`config.mk`:
```
export PLATFORM = sky130hd
export DESIGN_NAME = fir_tap_sched
export DESIGN_NICKNAME = d
export VERILOG_FILES = /design/src/rtl/fir_tap_sched.sv
export SDC_FILE = /design/constraint.sdc
export NUM_CORES = 1
export LEC_CHECK = 0
export BUFFER_PORTS_ARGS = -buffer_cell sky130_fd_sc_hd__buf_2
export CAP_MARGIN = 30
export CORE_UTILIZATION = 44
export DETAILED_ROUTE_END_ITERATION = 6
export PLACE_DENSITY = 0.84
export SYNTH_ARGS = -nofsm -noshare
export SYNTH_HDL_FRONTEND = slang
export SYNTH_SLANG_ARGS = --single-unit
```
`constraint.sdc`:
```
create_clock -name clk2 -period 2.7 [get_ports clk2]
set_input_delay 0.54 -clock clk2 [delete_from_list [all_inputs] [get_ports clk2]]
set_output_delay 0.54 -clock clk2 [all_outputs]
set_load 0.01 [all_outputs]
```
`src/rtl/fir_tap_sched.sv`:
```
`default_nettype none
// +--------------------------------------------------------------------------+
// | Module   : fir_tap_sched                                                 |
// | Purpose  : Per-sample MAC sequencer and single-port CMEM arbiter for the |
// |            FIR. Pops one FIFO sample per pass, walks tap addresses       |
// |            0..TAPS-1, strobes the ALU accumulator and lets host          |
// |            coefficient writes through only while no pass is running.    |
// | Options  : FIR_TAP_SCHED_STALL_CNT_EN adds a saturating 16-bit counter   |
// |            of host write cycles held off by a running pass.              |
// | Revision : 1.0 - initial release                                         |
// +--------------------------------------------------------------------------+
module fir_tap_sched #(
  parameter int TAPS    = 64,
  parameter int AW      = 6,
  parameter int DW      = 16,
  parameter int OUT_CNT = 100,
  parameter int CW      = 7
) (
  input  logic          clk2,
  input  logic          rstn,
  input  logic          fifo_empty_i,
  output logic          fifo_rd_o,
  output logic          imem_shift_o,
  input  logic          cload_i,
  input  logic [AW-1:0] caddr_i,
  input  logic [DW-1:0] cin_i,
  output logic          cwr_ack_o,
  output logic          cmem_cen_o,
  output logic          cmem_wen_o,
  output logic [AW-1:0] cmem_a_o,
  output logic [DW-1:0] cmem_d_o,
  output logic [AW-1:0] tap_addr_o,
  output logic          acc_clr_o,
  output logic          acc_en_o,
  output logic          acc_last_o,
  output logic          sample_valid_o,
  output logic          busy_o,
  output logic          done_o,
  output logic [CW-1:0] sample_cnt_o
`ifdef FIR_TAP_SCHED_STALL_CNT_EN
  ,
  output logic [15:0]   stall_cnt_o
`endif
);

  localparam logic [2:0]    C_IDLE    = 3'd0;
  localparam logic [2:0]    C_LOAD    = 3'd1;
  localparam logic [2:0]    C_MAC     = 3'd2;
  localparam logic [2:0]    C_DRAIN   = 3'd3;
  localparam logic [2:0]    C_DONE    = 3'd4;
  localparam logic [AW-1:0] C_K_LAST  = AW'(TAPS - 1);
  localparam logic [AW-1:0] C_K_ONE   = AW'(1);
  localparam logic [CW-1:0] C_CNT_MAX = CW'(OUT_CNT);

  logic [2:0]    state_q, state_d;
  logic [AW-1:0] k_q, k_d;
  logic [CW-1:0] cnt_q, cnt_d;
  logic          sv_q;
  logic [CW-1:0] w_cnt_inc;
  logic          w_wr;

  // Host writes are only granted between passes; held off while in reset.
  assign w_wr      = cload_i && rstn && ((state_q == C_IDLE) || (state_q == C_DONE));
  assign w_cnt_inc = cnt_q + CW'(1);

  // State register.
  always_ff @(posedge clk2 or negedge rstn) begin
    if (!rstn) state_q <= C_IDLE;
    else       state_q <= state_d;
  end

  // Next-state logic; a pending host write wins over starting a pass.
  always_comb begin
    state_d = state_q;
    case (state_q)
      C_IDLE:  if (!cload_i && !fifo_empty_i) state_d = C_LOAD;
      C_LOAD:  state_d = C_MAC;
      C_MAC:   if (k_q == C_K_LAST) state_d = C_DRAIN;
      C_DRAIN: state_d = (w_cnt_inc == C_CNT_MAX) ? C_DONE : C_IDLE;
      C_DONE:  state_d = C_DONE;
      default: state_d = C_IDLE;
    endcase
  end

  // Tap index and sample count next values; k is held at 0 outside MAC.
  always_comb begin
    k_d   = '0;
    cnt_d = cnt_q;
    if ((state_q == C_MAC) && (k_q != C_K_LAST)) k_d = k_q + AW'(1);
    if ((state_q == C_DRAIN) && (cnt_q != C_CNT_MAX)) cnt_d = w_cnt_inc;
  end

  // Tap index, sample counter and the result-valid pulse registers.
  always_ff @(posedge clk2 or negedge rstn) begin
    if (!rstn) begin
      k_q   <= '0;
      cnt_q <= '0;
      sv_q  <= 1'b0;
    end else begin
      k_q   <= k_d;
      cnt_q <= cnt_d;
      sv_q  <= (state_q == C_DRAIN);
    end
  end

  // Outputs decoded from state; CMEM read data lags the address by one cycle,
  // so accumulation runs from the second MAC cycle through DRAIN.
  always_comb begin
    fifo_rd_o    = (state_q == C_LOAD);
    imem_shift_o = (state_q == C_LOAD);
    busy_o       = (state_q == C_LOAD) || (state_q == C_MAC) || (state_q == C_DRAIN);
    done_o       = (state_q == C_DONE);
    acc_en_o     = ((state_q == C_MAC) && (k_q != '0)) || (state_q == C_DRAIN);
    acc_clr_o    = (state_q == C_MAC) && (k_q == C_K_ONE);
    acc_last_o   = (state_q == C_DRAIN);
    cwr_ack_o    = w_wr;
    tap_addr_o   = k_q;
    cmem_cen_o   = 1'b1;
    cmem_wen_o   = 1'b1;
    cmem_a_o     = k_q;
    cmem_d_o     = '0;
    if (w_wr) begin
      cmem_cen_o = 1'b0;
      cmem_wen_o = 1'b0;
      cmem_a_o   = caddr_i;
      cmem_d_o   = cin_i;
    end else if (state_q == C_MAC) begin
      cmem_cen_o = 1'b0;
    end
  end

  assign sample_valid_o = sv_q;
  assign sample_cnt_o   = cnt_q;

`ifdef FIR_TAP_SCHED_STALL_CNT_EN
  logic [15:0] stall_q;

  // Count cycles the host spends waiting on a running pass; saturating.
  always_ff @(posedge clk2 or negedge rstn) begin
    if (!rstn)                                        stall_q <= '0;
    else if (cload_i && !w_wr && (stall_q != 16'hFFFF)) stall_q <= stall_q + 16'd1;
  end

  assign stall_cnt_o = stall_q;
`endif

endmodule
`default_nettype wire

```
[After elaboration in Yosys (flattened, before gate mapping)]
Cells that the tools add are included.
Cells by class
  add/subtract/negate cells: 2
  reduce and logical (&&, ||, !) cells: 16
  eq/ne operators: 11
  mux-type cells: 10
Operators by type and width (number)
  $mux 16: 1
  $pmux 3 s5: 1
  $mux 6: 2
  $mux 3: 3
  $add 7x1->7 const B: 1
  $eq 7x7->1 const B: 1
  $logic_and 1x1->1: 7
  $ne 7x7->1 const B: 1
  $add 6x1->6 const B: 1
  $eq 3x2->1 const B: 2
  $eq 6x1->1 const B: 1
  $eq 6x6->1 const B: 1
  $ne 6x6->1 const B: 1
  $reduce_bool 6->1: 1
  $logic_or 1x1->1: 4
  $eq 3x1->1 const B: 1
  $eq 3x3->1 const B: 1
  $logic_not 3->1: 1
  $mux 1: 3
  $logic_not 1->1: 2
  $ne 2x1->1 const B: 1
  $ne 2x2->1 const B: 1
  $reduce_and 2->1: 1
Storage, ports and cells
  output and inout bits: 46
  register bits after elaboration: 17
  input port bits: 26

[Longest topological paths before layout]
Gate-level depths: netlist of run 1.
  depth after elaboration: 4
  gate-level depth with buffers: 6

[Worst setup path after synthesis of run 1]
Ideal clock, no wire load.
  path kind: reg2out
  start point: register state_q[1]
  end point: output port cmem_a_o[4]
  cell stages (with the launch flop): 7
  data required time: 2.160 ns
  buffers on the path: 3
  data arrival time: 1.321 ns
  setup slack: 0.839 ns
  path through: dfrtp_1 buf_4 nor2_1 and3_1 buf_6 buf_6 mux2_4
On the way
  longest elaborated chain between the ends: 4
RTL lines
  from (decl): RTL line 55  | logic [2:0] state_q, state_d;
  from (signal assigned): RTL line 69  | else state_q <= state_d;
  $eq 3x3->1 / $logic_not 3->1 (equally long branches): RTL line 63  | assign w_wr = cload_i && rstn && ((state_q == C_IDLE) || (state_q == C_DONE));
  $logic_or 1x1->1 *: RTL line 63
  $logic_and 1x1->1 *: RTL line 63
  $mux 6 *: RTL line 122  | if (w_wr) begin
  to (decl): RTL line 30  | output logic [AW-1:0] cmem_a_o,
Mark *: on every way between the ends. The rest lies on a longest branch, timed or not.

[Worst setup path in the final report of run 1]
  start point: register state_q[1]
  end point: output port cmem_d_o[6]
On the way
  longest elaborated chain between the ends: 4
RTL lines
  $eq 3x3->1 / $logic_not 3->1 (equally long branches): RTL line 63
  $logic_or 1x1->1 *: RTL line 63
  $logic_and 1x1->1 *: RTL line 63
  $mux 16 *: RTL line 122
  to (decl): RTL line 31  | output logic [DW-1:0] cmem_d_o,
Marked as above.

==> flow_metrics.env, run 1 <==
export IMPL_status="finished clean"
export IMPL_synth_edf_count=0
export IMPL_initial_core_util_pct=47.8
export IMPL_synthFlopType="dfrtp_1"
export IMPL_synth_area_per_cell_sq_um=9.54
export IMPL_clk_path_buf_depth=2
export IMPL_tightest_slew_ns=0.433
export IMPL_antenna_found_initial=0
export IMPL_die_area_sq_um=2650
export IMPL_std_cell_rows=17
export IMPL_portBuffers=71
export IMPL_cp_required_ns=2.16
export IMPL_cts_repair_resized=0
export IMPL_sw_frac_of_total_pct=42.3
export IMPL_cp_start_kind="flip-flop"
export IMPL_synth_top_family_by_area="simple AND/OR/NAND/NOR gates"
export IMPL_ys_async_sr_fraction_pct=100
export IMPL_intPower_w=0.000564
export IMPL_gp_congestion=0.810
export IMPL_die_y_microns=51.5
export IMPL_synthSimpleGateAreaFrac_pct=26.2
export IMPL_final_antenna_net_count=0
export IMPL_cts_tree="built"
export IMPL_cp_max_fo=15
export IMPL_post_cts_repair_setup_buffers=0
export IMPL_synth_xor_area_share_pct=6.50
export IMPL_startpoint="state_q[1]$_DFFE_PN0P_"
export IMPL_pwr_share_clk_pct=13.7
export IMPL_p_switching_w=0.000413
export IMPL_grt_pass1_vias=957
export IMPL_vias=1058
export IMPL_cp_arrival_ns=1.98
export IMPL_ys_seq_area_share_pct=39.4
export IMPL_clock_latency_ns=0.28
export IMPL_path_clk_slew_ns=0.10
export IMPL_grt_max_degree=18
export IMPL_final_hold_viol_count=0
export IMPL_power_frac_comb_pct=46.9
export IMPL_hold_buffers=0
export IMPL_synth_fa_ha_area_share_pct=5.80
export IMPL_synth_area_top_cells="dfrtp_1 (39%), and2_1 (10%), mux2_1 (6.3%)"
export IMPL_syn_inst=113
export IMPL_vdd_drop_max_mv=0.470
export IMPL_power_density_nw_per_um2=665
export IMPL_core_sq_um=2250
export IMPL_final_area_sq_um=1470
export IMPL_period_needed_ns=2.52
export IMPL_hold_path_class="primary input to asynchronous set/reset pin"
export IMPL_cts_sinks=17
export IMPL_synth_top_area_cell="dfrtp_1"
export IMPL_grt_pass1_wl_mm=3.89
export IMPL_drtPass1Iterations=4
export IMPL_n_antenna_cell=0
export IMPL_ios=72
export IMPL_syn_nets=144
export IMPL_synth_seq_cells=17
export IMPL_synth_area_sq_um=1080
export IMPL_fillerInstances=201
export IMPL_end_kind="output pin"
export IMPL_num_nets_final=217
export IMPL_synth_compound_area_share_pct=7.31
export IMPL_drt_iter0_markers=26
export IMPL_fin_crit_sh_pct=93.2
export IMPL_finalWirelength_mm=2.59
export IMPL_tns_ns=0
export IMPL_drc_errors=0
export IMPL_root_buffer="clkbuf_4"
export IMPL_p_leak_nw=0.879
export IMPL_setup_violations=0
export IMPL_grt_usage_pct=19.7
export IMPL_r2r_start="state_q[1]$_DFFE_PN0P_"
export IMPL_fin_skew_ns=0.00118
export IMPL_max_cap_viol_count=0
export IMPL_vias_per_cell=4.97
export IMPL_hpwl_mm=2.09
export IMPL_max_freq_mhz=397
export IMPL_seqPwrFrac_pct=39.3
export IMPL_ys_types=30
export IMPL_yosysMostFrequentCell="and2_1"
export IMPL_area_delta_synth_final_pct=36.2
export IMPL_rsz0062_at_grt="false"
export IMPL_drive_gt1_share_pct=43.8
export IMPL_cts_max_level=1
export IMPL_drt_wirelength_per_cell_microns=12.2
export IMPL_yosys_warnings=0
export IMPL_slew_viol_final=0
export IMPL_synth_area_mux_share_pct=7.66
export IMPL_cts_inserted_buffers=3
export IMPL_gr_total_overflow=0
export IMPL_die_w_microns=51.5
export IMPL_synthTopCellsByCount="and2_1 (18), dfrtp_1 (17), nor2_1 (11)"
export IMPL_place_area_sq_um=1440
export IMPL_synth_top_area_share_pct=39.4
export IMPL_critPathKind="flip-flop to output pin"
export IMPL_relSlewSlack_pct=70.8
==> layout make-up <==
type | instances | area [sq um] | share of cell area (%)
clock buffer | 3 | 22.5 | 1.53
clock inverter | 1 | 5.00 | 0.341
tap | 28 | 35.0 | 2.39
timing repair buffer | 73 | 370 | 25.2
inverter | 9 | 33.8 | 2.30
sequential | 17 | 425 | 29.0
multi-input combinational | 82 | 577 | 39.3
==> registers in the layout, summed over array words and instances (netlist names) <==
name and flops:
sample_cnt_o 7, tap_addr_o 6, state_q 3, sample_valid_o 1
==> cell usage in the layout, fill, tap and decap left out, drive strengths merged <==
cell type	count
a2111oi	1
a211oi	1
a21oi	2
a31o	1
a41o	1
and2	18
and3	2
and4bb	1
buf	73
clkbuf	3
clkinv	1
dfrtp	17
ha	5
inv	9
mux2	7
nand2	7
nand2b	1
nand3	2
nand3b	1
nand4b	1
nor2	11
nor3	3
nor3b	1
nor4	2
o21a	1
o21ai	4
or3	1
xnor2	2
xor2	6
==> power groups by stage <==
stage                     logic (W)  registers, W  clock network (W)
after CTS                  0.000465      0.000384           0.000138
after global routing       0.000509      0.000397           0.000148
after global placement     0.000443      0.000385                  0
after floorplan            0.000290      0.000383                  0
final                      0.000458      0.000384           0.000134
after detailed placement   0.000463      0.000388                  0
==> worst paths after layout <==
check                                                   end  slack, ns  depth (start not counted)
max in group asynchronous           tap_addr_o[5]$_DFF_PN0_       2.29                          2
worst min register to register  sample_cnt_o[6]$_DFFE_PN0P_       0.50                          1
worst max register to register      tap_addr_o[5]$_DFF_PN0_       1.22                          3
min in group clk2               sample_cnt_o[6]$_DFFE_PN0P_       0.50                          1
worst min-delay path            sample_cnt_o[6]$_DFFE_PN0P_       0.23                          2
worst max-delay path                            cmem_d_o[6]       0.18                          5
==> kinds of logic (layout without fill, tap and decap cells) <==
logic type                 after synthesis  after routing
and+or+nand+nor                         51             51
DFF                                     17             17
buffers and inverters                   14             86
AOI/OAI and AO/OA                       11             11
xor gates and xnor gates                 8              8
muxes                                    7              7
adders and majority gates                5              5
==> per-layer routing <==
metal  up-vias  track usage [%]  part of all wire (%)
li1        518                -                     -
met1       484             20.0                    39
met2        54             39.2                    51
met3         2             2.92                   9.0
met4         0             7.66                  0.73
met5         -                0                     0
==> stage by stage <==
stage | power, W | std cells | hold WS, ns | worst slack (ns) | util (%)
floorplan | 0.000672 | 113 | 0.244 | 0.839 | -
global placement | 0.000828 | 209 | 0.485 | 0.584 | 63.9
detailed placement | 0.000852 | 209 | 0.491 | 0.518 | 63.9
CTS | 0.000988 | 213 | 0.229 | 0.188 | 65.1
global route | 0.00105 | 213 | 0.238 | 0.0805 | 65.1
finish | 0.000976 | 213 | 0.226 | 0.184 | 65.1
==> worst max-delay path, cell delays in order (launching register included) <==
cell	delay, ns
dfrtp_1	0.49
nor2_1	0.21
and3_1	0.46
buf_4	0.26
and2_1	0.15
buf_2	0.13
Power figures use the tool's default switching activity.
==> run 2, diff against run 1 <==
==> constraint.sdc (replaced) <==
create_clock -name clk2 -period 3 [get_ports clk2]
set_input_delay 0.6 -clock clk2 [delete_from_list [all_inputs] [get_ports clk2]]
set_output_delay 0.6 -clock clk2 [all_outputs]
set_load 0.01 [all_outputs]
==> run 2 against run 1 <==
Register-to-register slack better by 0.23 ns. Critical endpoint unchanged. Total power shrank 10%. Sequential power decreased by 10%. Sequential share of layout area about the same. Via count up 3.6%. Clock-buffer cell count is the same. Final cell count did not move. Combinational power decreased by 11%. Flip-flop and latch count unchanged. Hold slack improved by 0.046 ns. Clock skew rose by 0.012 ns.
==> flow_metrics.env, run 2 (synthesized netlist as in run 1, its figures left out) <==
export IMPL_core_sq_um=2250
export IMPL_final_antenna_net_count=0
export IMPL_portBuffers=71
export IMPL_initial_core_util_pct=47.8
export IMPL_area_delta_synth_final_pct=36.4
export IMPL_place_area_sq_um=1440
export IMPL_end_kind="output pin"
export IMPL_ios=72
export IMPL_tns_ns=0
export IMPL_p_switching_w=0.000370
export IMPL_cp_max_fo=16
export IMPL_gr_total_overflow=0
export IMPL_hpwl_mm=2.03
export IMPL_n_antenna_cell=0
export IMPL_drt_wirelength_per_cell_microns=12.0
export IMPL_final_common_cell="buf_2"
export IMPL_vdd_drop_max_mv=0.394
export IMPL_hold_path_class="primary input to asynchronous set/reset pin"
export IMPL_gp_congestion=0.794
export IMPL_pwr_share_clk_pct=14.2
export IMPL_slew_viol_final=0
export IMPL_cts_sinks=17
export IMPL_root_buffer="clkbuf_4"
export IMPL_cts_repair_resized=0
export IMPL_max_freq_mhz=398
export IMPL_finalWirelength_mm=2.55
export IMPL_grt_usage_pct=20.5
export IMPL_power_frac_comb_pct=46.5
export IMPL_std_cell_rows=17
export IMPL_cts_tree="built"
export IMPL_die_w_microns=51.5
export IMPL_status="finished clean"
export IMPL_antenna_found_initial=0
export IMPL_die_area_sq_um=2650
export IMPL_fin_skew_ns=0.0130
export IMPL_cts_max_level=1
export IMPL_tightest_slew_ns=0.546
export IMPL_final_hold_viol_count=0
export IMPL_cp_arrival_ns=1.91
export IMPL_intPower_w=0.000508
export IMPL_rsz0062_at_grt="false"
export IMPL_startpoint="state_q[1]$_DFFE_PN0P_"
export IMPL_vias_per_cell=5.15
export IMPL_setup_violations=0
export IMPL_largest_reg_flops=7
export IMPL_cts_inserted_buffers=3
export IMPL_grt_pass1_wl_mm=4.03
export IMPL_vias=1096
export IMPL_num_nets_final=217
export IMPL_stdcell_count=213
export IMPL_max_cap_viol_count=0
export IMPL_dp_cells=209
export IMPL_path_clk_slew_ns=0.11
export IMPL_die_y_microns=51.5
export IMPL_r2r_start="tap_addr_o[0]$_DFF_PN0_"
export IMPL_drive_gt1_share_pct=43.8
export IMPL_p_leak_nw=0.876
export IMPL_power_density_nw_per_um2=597
export IMPL_clock_latency_ns=0.30
export IMPL_relSlewSlack_pct=63.2
export IMPL_cp_required_ns=2.40
export IMPL_drtPass1Iterations=4
export IMPL_post_cts_repair_setup_buffers=0
export IMPL_hold_buffers=0
export IMPL_critPathKind="flip-flop to output pin"
export IMPL_clk_path_buf_depth=2
export IMPL_final_area_sq_um=1470
export IMPL_drc_errors=0
export IMPL_seqPwrFrac_pct=39.2
export IMPL_fin_crit_sh_pct=83.7
export IMPL_period_needed_ns=2.51
export IMPL_drt_iter0_markers=12
export IMPL_grt_max_degree=18
export IMPL_sw_frac_of_total_pct=42.1
export IMPL_cp_start_kind="flip-flop"
export IMPL_final_cell_mix="buf_2 (71), and2_1 (18), dfrtp_1 (17), nor2_1 (11), inv_1 (9)"
export IMPL_grt_pass1_vias=981
[run 2: cell count changes in the layout (fill, tap and decap cells not counted)]
cell | before | now
clkinv_2 | 1 | 0
clkinvlp_4 | 0 | 1
[run 2: layout make-up]
cell class	instances	area, sq um
clock inverter	1	7.51
clock buffer	3	22.5
timing repair buffer	73	370
tap	28	35.0
inverter	9	33.8
sequential	17	425
multi-input combinational	82	577
fill	191	783
[run 2: worst max-delay path: stages, from the launching register on]
cell and delay [ns]:
dfrtp_1 0.49, nor2_1 0.18, and3_1 0.43, buf_4 0.25
and2_1 0.14, buf_2 0.13
[run 2: power by group through the flow]
stage | Clock, W | Combinational (W) | Sequential (W)
2_1_floorplan | 0 | 0.000261 | 0.000344
3_3_place_gp | 0 | 0.000398 | 0.000344
3_5_place_dp | 0 | 0.000412 | 0.000348
4_1_cts | 0.000129 | 0.000414 | 0.000343
5_1_grt | 0.000135 | 0.000469 | 0.000356
6_report | 0.000125 | 0.000408 | 0.000344
[run 2: metal layers]
layer  wire length, microns  global-route usage (%)  share of wire, %
met1                    975                    22.5                38
met5                      0                       0                 0
met3                    238                    2.92               9.3
met4                     31                    9.91               1.2
met2                   1300                    38.1                51
[run 2: through the flow]
step           worst slack, ns  power [W]  utilization [%]  hold slack (ns)
2_1_floorplan             1.08   0.000605                -            0.304
3_3_place_gp             0.786   0.000743             63.9            0.482
3_5_place_dp             0.745   0.000760             63.9            0.501
4_1_cts                  0.473   0.000887             65.3            0.273
5_1_grt                  0.327   0.000960             65.3            0.280
6_report                 0.488   0.000878             65.3            0.272
[run 2: path summary, 6_finish.rpt]
| path | end | slack, ns | depth (start not counted) |
|---|---|---|---|
| setup / recovery | cmem_d_o[6] | 0.49 | 5 |
| hold / removal | sample_cnt_o[6]$_DFFE_PN0P_ | 0.27 | 2 |
| setup reg to reg | tap_addr_o[3]$_DFF_PN0_ | 1.45 | 4 |
| hold reg to reg | sample_cnt_o[6]$_DFFE_PN0P_ | 0.51 | 1 |
| max in group asynchronous | sample_valid_o$_DFF_PN0_ | 2.53 | 2 |
| min in group clk2 | sample_cnt_o[6]$_DFFE_PN0P_ | 0.51 | 1 |
